## src/rtl/mul_bw_arbiter.sv

```systemverilog
// Round-robin arbiter sharing one 9x9 signed Baugh-Wooley multiplier among N_REQ requesters,
// with per-requester precision/approximation masks and a 2-stage valid/ready pipeline.

// Baugh-Wooley array: appr_mask[k]=0 drops all partial products of column k (low columns only),
// res_mask gates the upper N_BIT_RES product bits; all-ones masks give the exact product.
module mul_signed_bw #(
    parameter int MAC_IN_WIDTH  = 9,
    parameter int MAC_OUT_WIDTH = 18,
    parameter int N_BIT_RES     = 14,
    parameter int N_BIT_APPR    = 8
) (
    input  logic [MAC_IN_WIDTH-1:0]  a_i,
    input  logic [MAC_IN_WIDTH-1:0]  b_i,
    input  logic [N_BIT_RES-1:0]     res_mask_i,
    input  logic [N_BIT_APPR-1:0]    appr_mask_i,
    output logic [MAC_OUT_WIDTH-1:0] p_o
);
    localparam int W  = MAC_IN_WIDTH;
    localparam int OW = MAC_OUT_WIDTH;

    logic [OW-1:0] col_en;
    logic [OW-1:0] acc;
    logic          pp;

    always_comb begin
        col_en                 = '1;
        col_en[N_BIT_APPR-1:0] = appr_mask_i;
        acc                    = '0;
        pp                     = 1'b0;
        for (int i = 0; i < W; i++) begin
            for (int j = 0; j < W; j++) begin
                pp = a_i[i] & b_i[j];
                // mixed sign/magnitude terms are complemented; the constants below restore the sum
                if ((i == W-1) != (j == W-1)) pp = ~pp;
                pp  = pp & col_en[i+j];
                acc = acc + (OW'(pp) << (i+j));
            end
        end
        acc = acc + (OW'(1) << W) + (OW'(1) << (2*W-1));
        p_o = acc & {res_mask_i, {(OW-N_BIT_RES){1'b1}}};
    end
endmodule

module mul_bw_arbiter #(
    parameter int N_REQ         = 4,
    parameter int MAC_IN_WIDTH  = 9,
    parameter int MAC_OUT_WIDTH = 18,
    parameter int N_BIT_RES     = 14,
    parameter int N_BIT_APPR    = 8,
    parameter int TAG_W         = 4
) (
    input  logic                          clock,
    input  logic                          reset,
    input  logic [N_REQ-1:0]              req_valid,
    output logic [N_REQ-1:0]              req_ready,
    input  logic [N_REQ*MAC_IN_WIDTH-1:0] req_a,
    input  logic [N_REQ*MAC_IN_WIDTH-1:0] req_b,
    input  logic [N_REQ*TAG_W-1:0]        req_tag,
    input  logic                          cfg_we,
    input  logic [$clog2(N_REQ)-1:0]      cfg_id,
    input  logic [N_BIT_RES-1:0]          cfg_res_mask,
    input  logic [N_BIT_APPR-1:0]         cfg_appr_mask,
    output logic                          resp_valid,
    input  logic                          resp_ready,
    output logic [MAC_OUT_WIDTH-1:0]      resp_data,
    output logic [$clog2(N_REQ)-1:0]      resp_id,
    output logic [TAG_W-1:0]              resp_tag,
    output logic                          busy
);
    localparam int ID_W = $clog2(N_REQ);
    localparam int W    = MAC_IN_WIDTH;

    logic [N_BIT_RES-1:0]  cfg_res_q  [N_REQ];
    logic [N_BIT_APPR-1:0] cfg_appr_q [N_REQ];

    logic [ID_W-1:0] last_q, last_d;
    logic [ID_W-1:0] cand;
    logic [ID_W-1:0] grant_id;
    logic            grant_found;
    logic            s1_adv, s1_can_accept, handshake;

    logic                  s1_v_q, s1_v_d;
    logic [W-1:0]          s1_a_q, s1_a_d, s1_b_q, s1_b_d;
    logic [TAG_W-1:0]      s1_tag_q, s1_tag_d;
    logic [ID_W-1:0]       s1_id_q, s1_id_d;
    logic [N_BIT_RES-1:0]  s1_res_q, s1_res_d;
    logic [N_BIT_APPR-1:0] s1_appr_q, s1_appr_d;

    logic                     s2_v_q, s2_v_d;
    logic [MAC_OUT_WIDTH-1:0] s2_data_q, s2_data_d;
    logic [ID_W-1:0]          s2_id_q, s2_id_d;
    logic [TAG_W-1:0]         s2_tag_q, s2_tag_d;

    logic [MAC_OUT_WIDTH-1:0] mul_p;

    always_ff @(posedge clock) begin
        if (reset) begin
            for (int i = 0; i < N_REQ; i++) begin
                cfg_res_q[i]  <= '1;
                cfg_appr_q[i] <= '1;
            end
        end else if (cfg_we) begin
            cfg_res_q[cfg_id]  <= cfg_res_mask;
            cfg_appr_q[cfg_id] <= cfg_appr_mask;
        end
    end

    // search starts just after the last winner; N_REQ is a power of two so the add wraps
    always_comb begin
        grant_found = 1'b0;
        grant_id    = '0;
        cand        = '0;
        for (int k = 1; k <= N_REQ; k++) begin
            cand = last_q + ID_W'(k);
            if (!grant_found && req_valid[cand]) begin
                grant_found = 1'b1;
                grant_id    = cand;
            end
        end
    end

    assign s1_adv        = ~s2_v_q | resp_ready;
    assign s1_can_accept = ~s1_v_q | s1_adv;
    assign handshake     = grant_found & s1_can_accept;
    assign req_ready     = handshake ? (N_REQ'(1) << grant_id) : '0;

    mul_signed_bw #(
        .MAC_IN_WIDTH (MAC_IN_WIDTH),
        .MAC_OUT_WIDTH(MAC_OUT_WIDTH),
        .N_BIT_RES    (N_BIT_RES),
        .N_BIT_APPR   (N_BIT_APPR)
    ) u_mul (
        .a_i        (s1_a_q),
        .b_i        (s1_b_q),
        .res_mask_i (s1_res_q),
        .appr_mask_i(s1_appr_q),
        .p_o        (mul_p)
    );

    always_comb begin
        last_d    = last_q;
        s1_v_d    = s1_v_q;
        s1_a_d    = s1_a_q;
        s1_b_d    = s1_b_q;
        s1_tag_d  = s1_tag_q;
        s1_id_d   = s1_id_q;
        s1_res_d  = s1_res_q;
        s1_appr_d = s1_appr_q;
        s2_v_d    = s2_v_q;
        s2_data_d = s2_data_q;
        s2_id_d   = s2_id_q;
        s2_tag_d  = s2_tag_q;

        if (s1_adv) begin
            s1_v_d = 1'b0;
            s2_v_d = s1_v_q;
            if (s1_v_q) begin
                s2_data_d = mul_p;
                s2_id_d   = s1_id_q;
                s2_tag_d  = s1_tag_q;
            end
        end

        // masks are read before any same-edge config write lands
        if (handshake) begin
            last_d    = grant_id;
            s1_v_d    = 1'b1;
            s1_a_d    = req_a[int'(grant_id)*W +: W];
            s1_b_d    = req_b[int'(grant_id)*W +: W];
            s1_tag_d  = req_tag[int'(grant_id)*TAG_W +: TAG_W];
            s1_id_d   = grant_id;
            s1_res_d  = cfg_res_q[grant_id];
            s1_appr_d = cfg_appr_q[grant_id];
        end
    end

    always_ff @(posedge clock) begin
        if (reset) begin
            last_q    <= ID_W'(N_REQ-1);
            s1_v_q    <= 1'b0;
            s1_a_q    <= '0;
            s1_b_q    <= '0;
            s1_tag_q  <= '0;
            s1_id_q   <= '0;
            s1_res_q  <= '1;
            s1_appr_q <= '1;
            s2_v_q    <= 1'b0;
            s2_data_q <= '0;
            s2_id_q   <= '0;
            s2_tag_q  <= '0;
        end else begin
            last_q    <= last_d;
            s1_v_q    <= s1_v_d;
            s1_a_q    <= s1_a_d;
            s1_b_q    <= s1_b_d;
            s1_tag_q  <= s1_tag_d;
            s1_id_q   <= s1_id_d;
            s1_res_q  <= s1_res_d;
            s1_appr_q <= s1_appr_d;
            s2_v_q    <= s2_v_d;
            s2_data_q <= s2_data_d;
            s2_id_q   <= s2_id_d;
            s2_tag_q  <= s2_tag_d;
        end
    end

    assign resp_valid = s2_v_q;
    assign resp_data  = s2_data_q;
    assign resp_id    = s2_id_q;
    assign resp_tag   = s2_tag_q;
    assign busy       = s1_v_q | s2_v_q;
endmodule
```

## config.mk

```make
export PLATFORM = sky130hd
export DESIGN_NAME = mul_bw_arbiter
export DESIGN_NICKNAME = d
export VERILOG_FILES = /design/src/rtl/mul_bw_arbiter.sv
export SDC_FILE = /design/constraint.sdc
export NUM_CORES = 1
export LEC_CHECK = 0
export CAP_MARGIN = 30
export CORE_UTILIZATION = 50
export CTS_BUF_LIST = sky130_fd_sc_hd__clkbuf_16
export CTS_CLUSTER_DIAMETER = 200
export DETAILED_ROUTE_END_ITERATION = 12
export PLACE_DENSITY = 0.89
export SLEW_MARGIN = 20
export SYNTH_ARGS = -nofsm -noshare
export SYNTH_HDL_FRONTEND = slang
export SYNTH_SLANG_ARGS = --single-unit
```

## constraint.sdc

```tcl
create_clock -name clock -period 4.1 [get_ports clock]
set_clock_uncertainty 0.1 [all_clocks]
set_input_delay 1.23 -clock clock [delete_from_list [all_inputs] [get_ports clock]]
set_output_delay 1.23 -clock clock [all_outputs]
set_load 0.05 [all_outputs]
```

# Yosys cells after proc, flatten, opt, wreduce, memory -nomap -nowiden
# Memories as Yosys holds them, arrays and structs flattened. A register that Yosys moved wholly into a read port is not among the register bits.
# Index checks and enable logic that the tools add are counted.
# totals
register_bits,52
input_bits,120
mem_count,2
wordCells,286
output_inout_bits,30
ramBits,88
# classes
magnitude_cmp,4
n_shift,4
n_mul,1
n_reduce_logical,10
n_bitwise,140
n_mux,30
n_addsub,85
# mem_list
name,depth,width,read_ports,rd_clocked_by_memory_dff,wr,line,rtl
cfg_res_q,4,14,1,1,4,73,logic [N_BIT_RES-1:0] cfg_res_q [N_REQ];
cfg_appr_q,4,8,1,1,4,74,logic [N_BIT_APPR-1:0] cfg_appr_q [N_REQ];
# op_table
cell,count
18-bit by 9-bit adder with 18-bit output,9
18-bit by 10-bit adder with 18-bit output,8
18-bit by 8-bit adder with 18-bit output,8
18-bit by 11-bit adder with 18-bit output,7
18-bit by 7-bit adder with 18-bit output,7
1-bit AND,118
18-bit by 12-bit adder with 18-bit output,6
18-bit by 6-bit adder with 18-bit output,6
18-bit by 13-bit adder with 18-bit output,5
18-bit by 5-bit adder with 18-bit output,5
18-bit by 14-bit adder with 18-bit output,4
18-bit by 4-bit adder with 18-bit output,4
18-bit by 15-bit adder with 18-bit output,3
18-bit by 3-bit adder with 18-bit output,3
18-bit by 16-bit adder with 18-bit output,2
36-bit by 32-bit variable part select with 9-bit output,1
36-bit by 7-bit variable part select with 9-bit output,1
18-bit by 10-bit adder with 18-bit output (second input constant),1
18-bit by 17-bit adder with 18-bit output,1
18-bit adder (second input constant),1
18-bit by 2-bit adder with 18-bit output,1
18-bit AND,1
1-bit inverter,18
1-bit two-way mux,17
other kinds (19),37

# Longest topological paths before layout
# Gate-level depths: netlist of run 1.
# logic_depth
depth_word,85
ltp_mapped,17
ltp_nobuf,16

# By module
# From an unflattened synthesis of run 1, not the netlist that was laid out.
# unflattened
cells_unflattened,995
area_unflattened_um2,10133.5
# modules_own_cells
module,instances,seq_area_each_um2,cells_each,area_per_inst_um2
mul_bw_arbiter,1,4124.0,700,7556.0
mul_signed_bw,1,0.0,295,2577.5

# Worst setup path after synthesis of run 1
# OpenSTA, ideal clock, no wires.
# synth_timing
path_type,register to register
start,register s1_b_q[5]
end,"register s2_data_q[16], in the netlist resp_data[16]"
setup_slack_ns,-0.290
stages_incl_launch_ff,17
t_required_ns,3.883
arrival_time_ns,4.172
cell_sequence,dfxtp_1 -> clkbuf_1 -> nand2_1 -> fa_1 -> inv_1 -> fa_1 -> fa_1 -> inv_1 -> fa_1 -> inv_1 -> ha_1 -> a21oi_1 -> nand2_1 -> o21ai_0 -> o21ai_0 -> xor2_1 -> a32o_1
# synth_via
elab_chain_len,81
elab_cells_between_ends,92
classes_between,add/sub (78); bitwise (14)
# synth_lines
element,line,rtl
from (decl),83,"logic [W-1:0] s1_a_q, s1_a_d, s1_b_q, s1_b_d;"
from (signal assigned),182,s1_b_q <= '0;
from (signal assigned),195,s1_b_q <= s1_b_d;
1-bit AND,32,pp = a_i[i] & b_i[j];
1-bit AND,35,pp = pp & col_en[i+j];
18-bit by 6-bit adder with 18-bit output,36,acc = acc + (OW'(pp) << (i+j));
18-bit by 7-bit adder with 18-bit output,36,
18-bit by 8-bit adder with 18-bit output,36,
18-bit by 9-bit adder with 18-bit output,36,
18-bit by 2-bit adder with 18-bit output,36,
18-bit by 3-bit adder with 18-bit output,36,
[65 not listed],--,
18-bit by 13-bit adder with 18-bit output,36,
18-bit by 14-bit adder with 18-bit output (*),36,
18-bit by 15-bit adder with 18-bit output (*),36,
18-bit by 16-bit adder with 18-bit output (*),36,
18-bit by 17-bit adder with 18-bit output (*),36,
18-bit by 10-bit adder with 18-bit output (*),39,acc = acc + (OW'(1) << W) + (OW'(1) << (2*W-1));
18-bit adder (*),39,
18-bit AND (*),40,"p_o = acc & {res_mask_i, {(OW-N_BIT_RES){1'b1}}};"
to (signal assigned),201,s2_data_q <= s2_data_d;
to (decl),90,"logic [MAC_OUT_WIDTH-1:0] s2_data_q, s2_data_d;"
# Mark *: on every way between the ends. The rest lies on a longest branch, timed or not.
# A chain may end at the register's enable or synchronous reset.

# Final worst setup path of run 1
# layout_timing
start,register s1_b_q[4]
end,"register s2_data_q[13], in the netlist resp_data[13]"
# layout_via
elab_chain_len,82
elab_cells_between_ends,94
classes_between,add/sub (79); bitwise (15)
# layout_lines
element,line
1-bit AND,32
1-bit AND,35
18-bit by 5-bit adder with 18-bit output,36
18-bit by 6-bit adder with 18-bit output,36
18-bit by 7-bit adder with 18-bit output,36
18-bit by 8-bit adder with 18-bit output,36
18-bit by 9-bit adder with 18-bit output,36
18-bit by 2-bit adder with 18-bit output,36
[66 not listed],--
18-bit by 13-bit adder with 18-bit output (*),36
18-bit by 14-bit adder with 18-bit output (*),36
18-bit by 15-bit adder with 18-bit output (*),36
18-bit by 16-bit adder with 18-bit output (*),36
18-bit by 17-bit adder with 18-bit output (*),36
18-bit by 10-bit adder with 18-bit output (*),39
18-bit adder (*),39
18-bit AND (*),40
# Marked as above.

==> results of run 1 <==
-- kinds of logic after synthesis --
| family | count (synthesis) |
|---|---|
| AO/OA/AOI/OAI | 127 |
| XOR/XNOR | 8 |
| adder cells (fa/ha/maj) | 86 |
| buffers and inverters | 110 |
| flip-flops | 162 |
| multiplexers | 132 |
| AND/OR/NAND/NOR | 287 |
-- state kept, by name, summed over array words and instances (netlist names) --
signal,count
cfg_res_q,56
cfg_appr_q,32
resp_data,18
s1_res_q,14
s1_a_q,9
s1_b_q,9
s1_appr_q,8
resp_tag,4
s1_tag_q,4
last_q,2
resp_id,2
s1_id_q,2
resp_valid,1
s1_v_q,1
-- metrics by stage --
stage | total power, mW | utilization, % | hold slack, ns | area [um^2]
floorplan | 3.78 | - | 0.332 | 10200
global placement | 4.55 | 61.5 | 0.341 | 12000
detailed placement | 4.62 | 61.5 | 0.346 | 12000
CTS | 6.32 | 65.4 | 0.356 | 12800
global route | 6.73 | 65.7 | 0.374 | 12800
finish | 6.36 | 65.7 | 0.356 | 12800
-- routing by layer --
layer	vias up	global-route usage, %
li1	3512	-
met1	3647	29.0
met2	234	46.2
met3	56	4.77
met4	0	10.1
met5	-	0
-- path summary, 6_finish.rpt --
path                        startpoint                         end  slack, ns  cells past startpoint
max             s1_b_q[4]$_SDFFE_PP0P_  resp_data[13]$_SDFFE_PP0P_      -0.17                     16
min          resp_data[0]$_SDFFE_PP0P_   resp_data[0]$_SDFFE_PP0P_       0.36                      2
max reg2reg     s1_b_q[4]$_SDFFE_PP0P_  resp_data[13]$_SDFFE_PP0P_      -0.17                     16
min reg2reg  resp_data[0]$_SDFFE_PP0P_   resp_data[0]$_SDFFE_PP0P_       0.36                      2
-- worst reg2reg max path: cells and delay by family, from the launching register on --
kind	cells	cell delay (ns)
AOI/OAI and AO/OA	3	0.49
xor gates and xnor gates	1	0.15
adders and majority gates	6	2.31
DFF	1	0.37
and+or+nand+nor	3	0.44
buffers and inverters	3	0.33
-- report_power, final --
| group | switching [mW] | internal, mW | leakage [nW] |
|---|---|---|---|
| registers | 0.144 | 1.90 | 1.50 |
| logic | 1.44 | 1.39 | 3.56 |
| clock network | 0.693 | 0.789 | 0.260 |
-- cell type report --
| type | count | area share, % |
|---|---|---|
| flip-flops and latches | 162 | 32.6 |
| clock inverters | 15 | 0.976 |
| repair buffers | 216 | 15.8 |
| inverters | 52 | 1.52 |
| multi-input cells | 640 | 43.2 |
| clock buffers | 17 | 3.32 |
| well taps | 265 | 2.59 |
-- layout by cell type, fill, tap and decap left out, drive strengths merged, types with 17 or more instances in the layout --
cell / instances
nand3b: 29
a21oi: 49
clkdlybuf4s50: 141
nand2b: 98
edfxtp: 88
buf: 72
nand2: 53
inv: 59
and3: 30
o21ai: 55
mux2i: 88
fa: 51
clkbuf: 17
ha: 35
mux2: 44
and2: 26
dfxtp: 74
-- repair_timing --
action,in CTS,in global routing
endpoints found under the hold margin,0,0
setup buffers,9,2
gates resized for setup,54,15
pin swaps,31,16
hold buffers,0,0
endpoints found under the setup margin,11,12
==> flow_summary.json, run 1 <==
{
  "ff_latch_area_um2": 4180,
  "clk-insertion-delay-late_ns": 0.43,
  "syn2layout_area_growth_pct": 28.5,
  "antenna_found_initial": 0,
  "drt_iter0_markers": 447,
  "synthArstFlopShare_pct": 0,
  "critPathCaptureType": "flip-flop",
  "h-tree-depth": 4,
  "clockBufferDepth": 2,
  "hold_violations": 0,
  "drc_errors": 0,
  "core_um2": 19500,
  "synth_most_common_cell": "nand2b_1",
  "crit_chain": "buf_4 > and3_1 > fa_1 > fa_1 > fa_1 > ha_1 > ha_2 > inv_2 > fa_2 > nand2b_4 > a21oi_2 > o31a_1 > buf_4 > xor2_1 > nand3_1 > a21oi_1",
  "cp_max_fo": 7,
  "crit_required_ns": 4.36,
  "synthCells": 912,
  "multiInputGateArea_um2": 5540,
  "synth_ff_type": "edfxtp_1",
  "maxCapViolCount": 0,
  "leakagePower_nw": 5.32,
  "syn_area_um2": 9980,
  "p_per_area_nw_per_um2": 496,
  "drive_gt1_share_pct": 20.5,
  "finalCritPeriodShare_pct": 104,
  "status": "finished, violations left",
  "slowest_delay_ns": 0.51,
  "synth-compound-area-share_pct": 7.40,
  "cp_top_family": "adder cells",
  "clkTransAtPathRegs_ns": 0.07,
  "io_pins": 150,
  "finalNetCount": 1295,
  "period_needed_ns": 4.27,
  "violations": "negative setup slack",
  "initial_core_util_pct": 51.1,
  "synth_adder_area_share_pct": 14.6,
  "fmax_ghz": 0.234,
  "slowest_stage": "fa_1",
  "setup_viol": 3,
  "num-fill-cells": 1481,
  "ant_nets": 0,
  "place.gp.congestion": 0.916,
  "yosys.cell_types.count": 49,
  "criticalPathCategory": "reg2reg",
  "avgSynthCellArea_um2": 10.9,
  "viasPerCell": 5.45,
  "synth_top_family_by_area": "simple AND/OR/NAND/NOR gates",
  "worstPathArrival_ns": 4.53,
  "cp-start-kind": "flip-flop",
  "cp_num_buf_inv": 3,
  "grt_max_degree": 69,
  "grt_pass1_vias": 7935,
  "finalNonFillerCells": 1367,
  "diodes": 0,
  "rsz0062_at_grt": "true",
  "synth_top_area_share_pct": 26.5,
  "ys_ff_latch": 162,
  "root_buffer": "clkbuf_16",
  "dr.pass1.iters": 6,
  "ys_seq_area_share_pct": 41.3,
  "die_width_um": 143,
  "post-place-cells": 1325,
  "synth_common_cells": "98 x nand2b_1, 88 x edfxtp_1, 88 x mux2i_1",
  "synth_edf_count": 88,
  "wl_met3_mm": 1.20,
  "grt_first_pass_wirelength_mm": 39.3,
  "maxSlewViolCount": 0,
  "die_y_um": 143,
  "yosysTopAreaCell": "edfxtp_1",
  "fin_ws_ns": -0.171,
  "muxShareOfSynthArea_pct": 13.8,
  "slew_headroom_pct": 50.2,
  "yosys-top-cells-area": "edfxtp_1 26%, dfxtp_1 15%, fa_1 10%",
  "wirelength_mm": 24.3,
  "final.setup.tns_ns": -0.418,
  "vias": 7449,
  "cts_inserted_buffers": 17,
  "dieArea_um2": 20500,
  "cts_tree": "yes",
  "synthesis.nets": 1118,
  "gr-total-overflow": 0,
  "place_ws_ns": -0.321,
  "wirelength_met1_mm": 9.60,
  "gr-usage-all-layers_pct": 25.3,
  "highest_layer": "met4",
  "hp-class": "reg2reg",
  "cpMostUsedCell": "fa_1",
  "hpwl_mm": 16.9,
  "synthXorXnorAreaFrac_pct": 0.702,
  "peakVddDrop_mv": 0.344,
  "met2_length_mm": 12.8,
  "yosysWarnings": 0,
  "num_rows": 51,
  "worst_pin_slew_ns": 0.746,
  "wl_per_cell_um": 17.8,
  "synth_simple_gate_area_share_pct": 16.6,
  "clock_sinks": 162,
  "io_buffers": 149
}
No activity file was read; power rests on OpenSTA's default activity.
==> run 2, diff against run 1 <==
--- a/config.mk
+++ b/config.mk
@@ -7,7 +7,7 @@
 export LEC_CHECK = 0
 export CAP_MARGIN = 30
 export CORE_UTILIZATION = 50
-export CTS_BUF_LIST = sky130_fd_sc_hd__clkbuf_16
+export CTS_BUF_LIST = sky130_fd_sc_hd__clkbuf_8
 export CTS_CLUSTER_DIAMETER = 200
 export DETAILED_ROUTE_END_ITERATION = 12
 export PLACE_DENSITY = 0.89
==> run 2 against run 1 <==
  * The run still ends with negative setup slack left
  * Combinational power is 1% lower
  * Wire length is 2.7% lower
  * Critical path type unchanged
  * Largest cell class unchanged
  * Die area stayed put
  * Critical path depth is 2 lower
  * Largest power group unchanged
  * Global-route usage is 0.49 points lower
==> flow_summary.json, run 2 (synthesis results as in run 1) <==
{
  "status": "finished, violations left",
  "violations": "negative setup slack",
  "grt_max_degree": 69,
  "cts_tree": "yes",
  "setup_viol": 3,
  "fmax_ghz": 0.236,
  "dieArea_um2": 20500,
  "die_width_um": 143,
  "power.switching_mw": 2.18,
  "critPathCaptureType": "flip-flop",
  "final.setup.tns_ns": -0.307,
  "cp_top_family": "adder cells",
  "drive_gt1_share_pct": 20.7,
  "criticalPathCategory": "reg2reg",
  "finalNetCount": 1296,
  "hpwl_mm": 16.9,
  "period_needed_ns": 4.24,
  "r2r_start": "s1_a_q[3]$_SDFFE_PP0P_",
  "pwr-share-comb_pct": 47.3,
  "gr-total-overflow": 0,
  "num_rows": 51,
  "clock_sinks": 162,
  "cp_num_buf_inv": 3,
  "root_buffer": "clkbuf_8",
  "wirelength_mm": 23.7,
  "largest_reg_flops": 56,
  "dr.pass1.iters": 6,
  "final_cell_mix": "141 x clkdlybuf4s50_1, 96 x nand2b_1, 88 x mux2i_1, 88 x edfxtp_1, 66 x buf_4",
  "wl_per_cell_um": 17.3,
  "final_util_pct": 64.8,
  "clk-insertion-delay-late_ns": 0.46,
  "h-tree-depth": 4,
  "cp-start-kind": "flip-flop",
  "crit_required_ns": 4.37,
  "io_pins": 150,
  "rsz0062_at_grt": "true",
  "drc_errors": 0,
  "maxCapViolCount": 0,
  "die_y_um": 143,
  "cts_hold_buffers": 0,
  "hp-start": "resp_data[7]$_SDFFE_PP0P_",
  "cp_max_fo": 7,
  "fin_ws_ns": -0.136,
  "p_seq_share_pct": 34.6,
  "leakagePower_nw": 5.23,
  "worstPathArrival_ns": 4.50,
  "cpMostUsedCell": "fa_1",
  "antenna_found_initial": 0,
  "dpl-instance-area_um2": 12000,
  "ant_nets": 0,
  "p_sw_share_pct": 37.1,
  "initial_core_util_pct": 51.1,
  "hp-class": "reg2reg",
  "final_common_cell": "clkdlybuf4s50_1",
  "place.gp.congestion": 0.916,
  "drt_iter0_markers": 434,
  "place_ws_ns": -0.321,
  "clkTransAtPathRegs_ns": 0.09,
  "worstSetupStartpoint": "s1_a_q[3]$_SDFFE_PP0P_",
  "hold_violations": 0,
  "finalCritPeriodShare_pct": 103,
  "peakVddDrop_mv": 0.321,
  "worst_pin_slew_ns": 0.748,
  "finalNonFillerCells": 1368,
  "vias": 7465,
  "core_um2": 19500,
  "p_per_area_nw_per_um2": 466,
  "num-fill-cells": 1509,
  "syn2layout_area_growth_pct": 26.7,
  "fin_area_um2": 12600,
  "cts_inserted_buffers": 17,
  "viasPerCell": 5.46,
  "gr-usage-all-layers_pct": 24.8,
  "maxSlewViolCount": 0,
  "crit_chain": "and2_1 > fa_1 > inv_1 > fa_1 > fa_1 > inv_2 > fa_2 > inv_1 > ha_2 > a211o_1 > o31a_1 > a221oi_2 > xnor2_1 > a32o_1",
  "post-place-cells": 1325,
  "clock_power_share_pct": 18.1,
  "clockBufferDepth": 2,
  "slowest_stage": "fa_1",
  "slowest_delay_ns": 0.52,
  "diodes": 0,
  "top_register": "cfg_res_q",
  "p_int_mw": 3.71,
  "slew_headroom_pct": 50.1,
  "io_buffers": 149,
  "grt_first_pass_wirelength_mm": 38.7,
  "grt_pass1_vias": 7798
}
[run 2: cell types whose count changed in the layout (fill, tap and decap cells not counted), moves of 2 or more]
cell,previous run,this run
and3_1,28,26
buf_6,1,3
clkbuf_16,17,0
and3_4,2,4
clkbuf_8,0,17
dfxtp_2,6,8
[run 2: metrics by stage]
stage          hold WS (ns)  power, mW
2_1_floorplan         0.332       3.78
3_3_place_gp          0.341       4.55
3_5_place_dp          0.346       4.62
4_1_cts               0.359       5.80
5_1_grt               0.378       6.27
6_report              0.358       5.89
[run 2: repair_timing]
item	in CTS	in global routing
pin swaps	18	14
setup endpoints to repair	11	12
buffers inserted	10	2
gates resized for setup	52	22
[run 2: per-layer routing]
| layer | vias up | routed length (um) | track usage [%] |
|---|---|---|---|
| met5 | - | 0 | 0 |
| met3 | 35 | 1120 | 3.90 |
| met4 | 0 | 405 | 7.11 |
| li1 | 3523 | - | - |
| met1 | 3676 | 9420 | 29.1 |
| met2 | 231 | 12700 | 46.4 |
[run 2: final timing paths]
| kind | to | slack, ns | cells past startpoint |
|---|---|---|---|
| max | resp_data[17]$_SDFFE_PP0P_ | -0.14 | 14 |
| min | resp_data[7]$_SDFFE_PP0P_ | 0.36 | 2 |
| max reg2reg | resp_data[17]$_SDFFE_PP0P_ | -0.14 | 14 |
| min reg2reg | resp_data[7]$_SDFFE_PP0P_ | 0.36 | 2 |
[run 2: layout make-up]
cell class              instances  area (um^2)  area share (%)
clock inverters                15          125           0.989
well taps                     265          332            2.62
inverters                      52          195            1.54
repair buffers                217         2040            16.2
flip-flops and latches        162         4180            33.1
multi-input cells             640         5530            43.8
clock buffers                  17          234            1.85
[run 2: power by group through the flow]
| stage | Clock [mW] | Combinational (mW) | Sequential (mW) |
|---|---|---|---|
| after floorplan | 0 | 1.64 | 2.14 |
| after detailed placement | 0 | 2.55 | 2.06 |
| after CTS | 1.08 | 2.69 | 2.03 |
| after global routing | 1.15 | 3.07 | 2.06 |
| after global placement | 0 | 2.50 | 2.05 |
| final | 1.07 | 2.79 | 2.04 |
[run 2: worst register-to-register path: cells and delay by family (launching register included)]
family / cells / cell delay, ns
adders and majority gates: 5 / 2.15
AOI/OAI and AO/OA: 4 / 1.07
DFF: 1 / 0.38
and+or+nand+nor: 1 / 0.18
buffers and inverters: 3 / 0.14
xor gates and xnor gates: 1 / 0.11
